`config.mk`:
```
export PLATFORM = sky130hd
export DESIGN_NAME = sum_accumulator
export DESIGN_NICKNAME = d
export VERILOG_FILES = /design/src/rtl/sum_accumulator_pkg.sv /design/src/rtl/sum_accumulator_sat_add.sv /design/src/rtl/sum_accumulator.sv
export SDC_FILE = /design/constraint.sdc
export NUM_CORES = 1
export LEC_CHECK = 0
export BUFFER_PORTS_ARGS = -buffer_cell sky130_fd_sc_hd__buf_4
export CORE_MARGIN = 10
export CORE_UTILIZATION = 45
export CTS_BUF_LIST = sky130_fd_sc_hd__clkbuf_4 sky130_fd_sc_hd__clkbuf_8
export DETAILED_ROUTE_END_ITERATION = 7
export GPL_TIMING_DRIVEN = 0
export PLACE_DENSITY = 0.65
export SETUP_SLACK_MARGIN = 0.2
export SLEW_MARGIN = 10
export SYNTH_ARGS = -nofsm -noshare
export SYNTH_HDL_FRONTEND = slang
export SYNTH_SLANG_ARGS = --single-unit
```
`constraint.sdc`:
```
create_clock -name clk -period 2.5 [get_ports clk]
set_input_delay 0.125 -clock clk [delete_from_list [all_inputs] [get_ports clk]]
set_output_delay 0.125 -clock clk [all_outputs]
set_load 0.02 [all_outputs]
```
`src/rtl/sum_accumulator_pkg.sv`:
```
// Shared types and default widths for the sum accumulator stage.
package sum_pkg;

   typedef enum logic [1:0] {
      IDLE  = 2'd0,
      ACCUM = 2'd1,
      HOLD  = 2'd2
   } state_t;

   localparam int DATA_W_DEF = 8;
   localparam int ACC_W_DEF  = 16;

endpackage : sum_pkg

```
`src/rtl/sum_accumulator_sat_add.sv`:
```
// Combinational saturating adder: wide accumulator plus a narrow unsigned operand.
module sat_add
   import sum_pkg::*;
#(
   parameter int DATA_W = DATA_W_DEF,
   parameter int ACC_W  = ACC_W_DEF
) (
   input  logic [ACC_W-1:0]  acc,
   input  logic [DATA_W-1:0] operand,
   output logic [ACC_W-1:0]  result,
   output logic              ovf
);

   logic [ACC_W:0] sum_full;

   // One extra bit catches the carry out; any carry clamps to all-ones.
   assign sum_full = {1'b0, acc} + {{(ACC_W + 1 - DATA_W){1'b0}}, operand};
   assign ovf      = sum_full[ACC_W];
   assign result   = ovf ? {ACC_W{1'b1}} : sum_full[ACC_W-1:0];

endmodule : sat_add

```
`src/rtl/sum_accumulator.sv`:
```
// Accumulates COUNT saturated samples per block and presents the block total
// over a valid/ready handshake; flush emits a partial block early.
module sum_accumulator
   import sum_pkg::*;
#(
   parameter int DATA_W = DATA_W_DEF,
   parameter int ACC_W  = ACC_W_DEF,
   parameter int COUNT  = 4,
   parameter int CNT_W  = $clog2(COUNT + 1)
) (
   input  logic              clk,
   input  logic              rst,
   input  logic              in_valid,
   output logic              in_ready,
   input  logic [DATA_W-1:0] in_data,
   input  logic              flush,
   output logic              out_valid,
   input  logic              out_ready,
   output logic [ACC_W-1:0]  out_sum,
   output logic [CNT_W-1:0]  out_count,
   output logic              out_ovf,
   output logic              busy
);

   state_t             state_q, state_d;
   logic [ACC_W-1:0]   acc_q, acc_d;
   logic [CNT_W-1:0]   cnt_q, cnt_d;
   logic               ovf_q, ovf_d;
   logic               out_valid_q, out_valid_d;
   logic [ACC_W-1:0]   out_sum_q, out_sum_d;
   logic [CNT_W-1:0]   out_count_q, out_count_d;
   logic               out_ovf_q, out_ovf_d;

   logic [ACC_W-1:0]   add_result;
   logic               add_ovf;
   logic               accept;
   logic               last_sample;

   sat_add #(
      .DATA_W (DATA_W),
      .ACC_W  (ACC_W)
   ) u_sat_add (
      .acc     (acc_q),
      .operand (in_data),
      .result  (add_result),
      .ovf     (add_ovf)
   );

   assign accept      = in_valid && (state_q != HOLD);
   assign last_sample = (cnt_q == CNT_W'(COUNT - 1));

   always_comb begin
      state_d     = state_q;
      acc_d       = acc_q;
      cnt_d       = cnt_q;
      ovf_d       = ovf_q;
      out_valid_d = out_valid_q;
      out_sum_d   = out_sum_q;
      out_count_d = out_count_q;
      out_ovf_d   = out_ovf_q;

      if (accept) begin
         acc_d = add_result;
         cnt_d = cnt_q + CNT_W'(1);
         ovf_d = ovf_q | add_ovf;
         // A flush alongside a sample folds that sample in before emitting.
         if (last_sample || flush) begin
            state_d     = HOLD;
            out_valid_d = 1'b1;
            out_sum_d   = add_result;
            out_count_d = cnt_q + CNT_W'(1);
            out_ovf_d   = ovf_q | add_ovf;
         end else begin
            state_d = ACCUM;
         end
      end else if (flush && (state_q == ACCUM)) begin
         state_d     = HOLD;
         out_valid_d = 1'b1;
         out_sum_d   = acc_q;
         out_count_d = cnt_q;
         out_ovf_d   = ovf_q;
      end else if ((state_q == HOLD) && out_valid_q && out_ready) begin
         state_d     = IDLE;
         out_valid_d = 1'b0;
         acc_d       = '0;
         cnt_d       = '0;
         ovf_d       = 1'b0;
      end
   end

   always_ff @(posedge clk or posedge rst) begin
      if (rst) begin
         state_q     <= IDLE;
         acc_q       <= '0;
         cnt_q       <= '0;
         ovf_q       <= 1'b0;
         out_valid_q <= 1'b0;
         out_sum_q   <= '0;
         out_count_q <= '0;
         out_ovf_q   <= 1'b0;
      end else begin
         state_q     <= state_d;
         acc_q       <= acc_d;
         cnt_q       <= cnt_d;
         ovf_q       <= ovf_d;
         out_valid_q <= out_valid_d;
         out_sum_q   <= out_sum_d;
         out_count_q <= out_count_d;
         out_ovf_q   <= out_ovf_d;
      end
   end

   assign in_ready  = (state_q != HOLD);
   assign out_valid = out_valid_q;
   assign out_sum   = out_sum_q;
   assign out_count = out_count_q;
   assign out_ovf   = out_ovf_q;
   assign busy      = (state_q != IDLE);

endmodule : sum_accumulator
```
* After elaboration in Yosys (flattened, before gate mapping) *
Cells that the tools add are included.

operators by class
  add/subtract/negate cells = 2
  multipliers = 0
  div/mod/pow operators = 0
  order comparisons = 0
  eq/ne operators = 6
  shifts and indexed selects = 0
  mux-type cells = 26
  bitwise logic cells = 1
  reductions and logical operators = 12

operators with widths
  kind                                                             count
  16-bit 2-to-1 mux                                                7
  3-bit 2-to-1 mux                                                 6
  16-bit by 8-bit adder with 17-bit output                         1
  1-bit 2-to-1 mux                                                 9
  2-bit 2-to-1 mux                                                 4
  2-bit AND reduction                                              3
  2-bit nonzero test                                               3
  1-bit logical AND                                                4
  2-bit != test, second input constant                             2
  3-bit by 1-bit adder with 3-bit output, second input constant    1
  3-bit by 2-bit == test with 1-bit output, second input constant  1
  3-bit nonzero test                                               1
  2-bit by 1-bit == test with 1-bit output, second input constant  1
  2-bit == test, second input constant                             1
  2-bit by 1-bit != test with 1-bit output, second input constant  1
  1-bit logical OR                                                 1
  1-bit bitwise OR                                                 1

word-level totals
  register bits after elaboration = 43
  latch bits = 0
  RAM bits = 0
  bits in read-only memories = 0
  bits of input ports = 13
  output and inout port bits = 23
  memories = 0

* Longest topological paths before layout *
  word-level depth = 6
  mapped depth = 8

* By module *
From an unflattened synthesis, not the netlist that was laid out.

second synthesis, totals
  cells, all modules = 247
  area total of the unflattened synthesis = 2553.7 µm²

by module, submodules not included
  module           times used  cells each  area each (µm²)
  sum_accumulator  1           156         1874.3
  sat_add          1           91          679.4

* Least setup slack after synthesis *
OpenSTA, ideal clock, no wires.

  kind = reg-to-reg
  start point = register acc_q[0]
  end point = register acc_q[15]
  setup time = 0.136 ns
  arrival time = 2.023 ns
  data required time = 2.364 ns
  setup slack = 0.341 ns
  cell stages (with the launch flop) = 8
  path buffers = 0
  path through = dfrtp_1 -> ha_1 -> fa_1 -> a211oi_2 -> o21ai_4 -> o211a_1 -> nor4b_2 -> nor3_1

between the ends
  word-level cells in the longest chain between the ends = 3

RTL lines
  item                                      line                           source
  start, declared                           sum_accumulator.sv:26          logic [ACC_W-1:0] acc_q, acc_d;
  start signal, assigned                    sum_accumulator.sv:94          acc_q <= '0;
  start signal, assigned                    sum_accumulator.sv:103         acc_q <= acc_d;
  16-bit by 8-bit adder with 17-bit output  sum_accumulator_sat_add.sv:17  assign sum_full = {1'b0, acc} + {{(ACC_W + 1 - DATA_W){1'b0}}, operand};
  16-bit 2-to-1 mux                         sum_accumulator_sat_add.sv:19  assign result = ovf ? {ACC_W{1'b1}} : sum_full[ACC_W-1:0];
  16-bit 2-to-1 mux                         sum_accumulator.sv:62          if (accept) begin

No other way between the ends.
A chain may end at the register's enable or synchronous reset.

* Final worst setup path *
  start point = register acc_q[0]
  end point = register out_sum_q[8], in the netlist out_sum[8]

between the ends
  word-level cells in the longest chain between the ends = 4

RTL lines
  item                                      line                           source
  16-bit by 8-bit adder with 17-bit output  sum_accumulator_sat_add.sv:17
  16-bit 2-to-1 mux                         sum_accumulator_sat_add.sv:19
  16-bit 2-to-1 mux                         sum_accumulator.sv:67          if (last_sample || flush) begin
  16-bit 2-to-1 mux                         sum_accumulator.sv:62
  end signal, assigned                      sum_accumulator.sv:107         out_sum_q <= out_sum_d;
  end, declared                             sum_accumulator.sv:30          logic [ACC_W-1:0] out_sum_q, out_sum_d;

No other way between the ends. The select of a mux whose other input is x is not followed.

==> reports/summary.txt <==
Die Span Y: 92.67 microns
Antenna diode count: 0
Final Max Slew Viols: 0
Dpl cell area: 0.002746 sq mm
Clk slew on worst S/H paths: 0.09 ns
Slew Limit Headroom: 61.84%
Tot Pwr: 3.385 mW
Compound-cell area share of the yosys netlist: 20.38%
Clock buffer count from CTS: 5
Post-synth top flop: dfrtp_1
H-tree Lvls: 2
Largest net degree at the start of global routing: 26
Layout Skew: 0.006053 ns
Worst flop-to-flop path startpoint: acc_q[0]
Final worst path period need: 2.223 ns
Final ANT Viol Nets: 0
Via Count: 1938
Initial core utilization: 46.52%
Register area share after synthesis: 45.29%
Fin crit share: 88.92%
Post-route cell area: 0.002895 sq mm
Most common cell after layout, fill and taps aside: dfrtp_1
Peak Freq: 449.9 MHz
Hold Path Class: in2reg
Register-to-register setup slack: 0.28 ns
Max VDD drop: 0.0006067 V
DR vias/cell: 5.339
Post-synthesis mux area share: 3.423%
Final core occ: 56.69%
XOR/XNOR Fraction of Synth Area: 1.843%
RSZ-0062 raised after global routing: false
Synth Register Bits: 43
Top-level I/O count: 36
Worst Path Arrival: 2.39 ns
Vias in the first global route: 1850
Post-Route WL: 5.709 mm
Post-synthesis cell area: 0.002376 sq mm
Row count: 26
HP Start: in_data[0]
Max-Cap Viols: 0
Placed Cells: 353
Worst-path fanout max: 5
Commonest cells after routing, fill and taps aside: dfrtp_1, nand2_1, buf_4
Mapped Nets: 272
Area grow syn2layout: 21.85%
Final worst slack: 0.2771 ns
Clk Latency, worst-skew pair: 0.30 ns
Initial antenna violation count: 0
Ys async rst share: 100.0%
RR Endpoint: out_sum[8]
Required @ worst endpoint: 2.67 ns
Clock root cell: clkbuf_8
Grt total ovfl: 0
Crit start category: flip-flop
Final net count: 318
Final hold violation count: 0
Status: finished, final reports clean
Worst Hold End: acc_q[0]
Die Footprint: 0.008587 sq mm
Clock buffer depth: 2
Post-Synth Simple-Gate Area: 20.38%
Fraction of layout cells with a size suffix above 1: 27.30%
Initial drt markers: 55
R2R cell count: 7
Mapped Avg Cell Area: 9.620 sq um
Detailed placement HPWL: 4.197 mm
Yosys Warn Count: 0
Mapped Cells: 247
Die W: 92.67 microns
Post-synth EDFFs: 0
WHS: 0.2563 ns
Port bufs: 35
Critical path endpoint category: flip-flop
Core area: 0.005107 sq mm
Final GP Congestion: 0.8004
Synth cell types: 54
Non-filler cells, final: 363
# clock sinks: 43
Dpl ws: 0.1204 ns
Final Setup Violations: 0
Crit Path Class: reg2reg
Residual DRC: 0
First-pass GRT wire length: 9.315 mm
DR WL/cell: 15.73 microns
Lkg Pwr: 1.323 nW
Worst Max-Slew Pin Slew: 0.5724 ns
Hold path depth: 4
Largest family of logic cells by synthesized area: compound AO/OA/AOI/OAI gates
Power per cell area: 1169 mW/mm^2
Synth Area in Adders: 6.635%
CTS tree: built
DRT Pass-1 Iters: 4
Setup TNS: 0 ns
GRT Total Usage: 13.33%
layer usage:
| metal | wire, microns | share of wire [%] | global-route usage (%) | up-vias |
|---|---|---|---|---|
| li1 | - | - | - | 960 |
| met1 | 2638 | 46 | 16.62 | 940 |
| met2 | 2724 | 48 | 21.71 | 33 |
| met3 | 288 | 5.0 | 4.358 | 5 |
| met4 | 57 | 1.0 | 3.470 | 0 |
| met5 | 0 | 0 | 0 | - |
flip-flops by register name, indices dropped and copies added (netlist names):
name       count
acc_q         16
cnt_q          3
out_count      3
out_ovf        1
out_sum       16
out_valid      1
ovf_q          1
state_q        2
worst max-delay path: stages (launching register included):
cell and delay, ns:
dfrtp_1 0.40, ha_1 0.22, fa_2 0.39, a211oi_4 0.25, o21ai_4 0.12, o211ai_4 0.31, mux2i_2 0.32, o21ai_1 0.08
cell families after synthesis:
family	after synthesis
muxes	8
adders and majority gates	12
xor gates and xnor gates	5
buffers and inverters	12
AOI/OAI and AO/OA	69
and+or+nand+nor	98
DFF	43
area by class of cell:
type	count	area, sq um
timing repair buffer	39	307.8
clock inverter	1	5.005
buffer	7	30.03
inverter	5	18.77
multi-input combinational	192	1287
clock buffer	6	82.58
sequential	43	1076
tap	70	87.58
fill	480	2212
synthesized netlist by cell type, types with 2 or more instances:
| master | instances | share of area (%) |
|---|---|---|
| a21o_1 | 4 | 1.3 |
| a21oi_1 | 16 | 3.4 |
| a21oi_2 | 3 | 1.1 |
| a31oi_1 | 4 | 1.1 |
| and3_1 | 2 | 0.53 |
| buf_2 | 3 | 0.63 |
| clkbuf_1 | 3 | 0.47 |
| dfrtp_1 | 43 | 45 |
| ha_1 | 11 | 5.8 |
| inv_1 | 4 | 0.63 |
| mux2i_1 | 7 | 2.9 |
| nand2_1 | 41 | 6.5 |
| nand2b_1 | 2 | 0.53 |
| nand3_1 | 5 | 1.1 |
| nor2_1 | 24 | 3.8 |
| nor2_2 | 4 | 1.1 |
| nor2b_1 | 3 | 0.79 |
| nor3_2 | 3 | 1.3 |
| o211a_1 | 2 | 0.84 |
| o211ai_1 | 4 | 1.3 |
| o211ai_2 | 2 | 1.1 |
| o21a_1 | 2 | 0.63 |
| o21ai_0 | 7 | 1.5 |
| o21ai_1 | 12 | 2.5 |
| o22a_1 | 2 | 0.74 |
| or2_2 | 3 | 0.79 |
| xnor2_1 | 4 | 1.5 |
what timing repair did:
| item | in CTS | in global routing |
|---|---|---|
| pin swaps | 2 | 1 |
| hold buffers | 1 | 0 |
| resized for setup | 4 | 2 |
| hold endpoints to repair | 18 | 0 |
| setup buffers | 0 | 2 |
| endpoints found under the setup margin | 20 | 16 |
report_power, final:
| part | total [mW] | internal [mW] | switching [mW] |
|---|---|---|---|
| Sequential | 1.15 | 0.950 | 0.199 |
| Combinational | 1.78 | 0.736 | 1.04 |
| Clock | 0.461 | 0.217 | 0.244 |
worst max path at each step:
stage | from | endpoint | slack, ns | depth (start not counted)
final | acc_q[0] | out_sum[8] | 0.28 | 7
after detailed placement | acc_q[0] | out_sum[8] | 0.12 | 7
after global placement | acc_q[0] | out_sum[8] | 0.14 | 7
after global routing | acc_q[0] | out_sum[8] | 0.20 | 7
after CTS | acc_q[0] | out_sum[8] | 0.20 | 7
after floorplan | acc_q[0] | acc_q[15] | 0.34 | 7
Power figures use the tool's default switching activity.
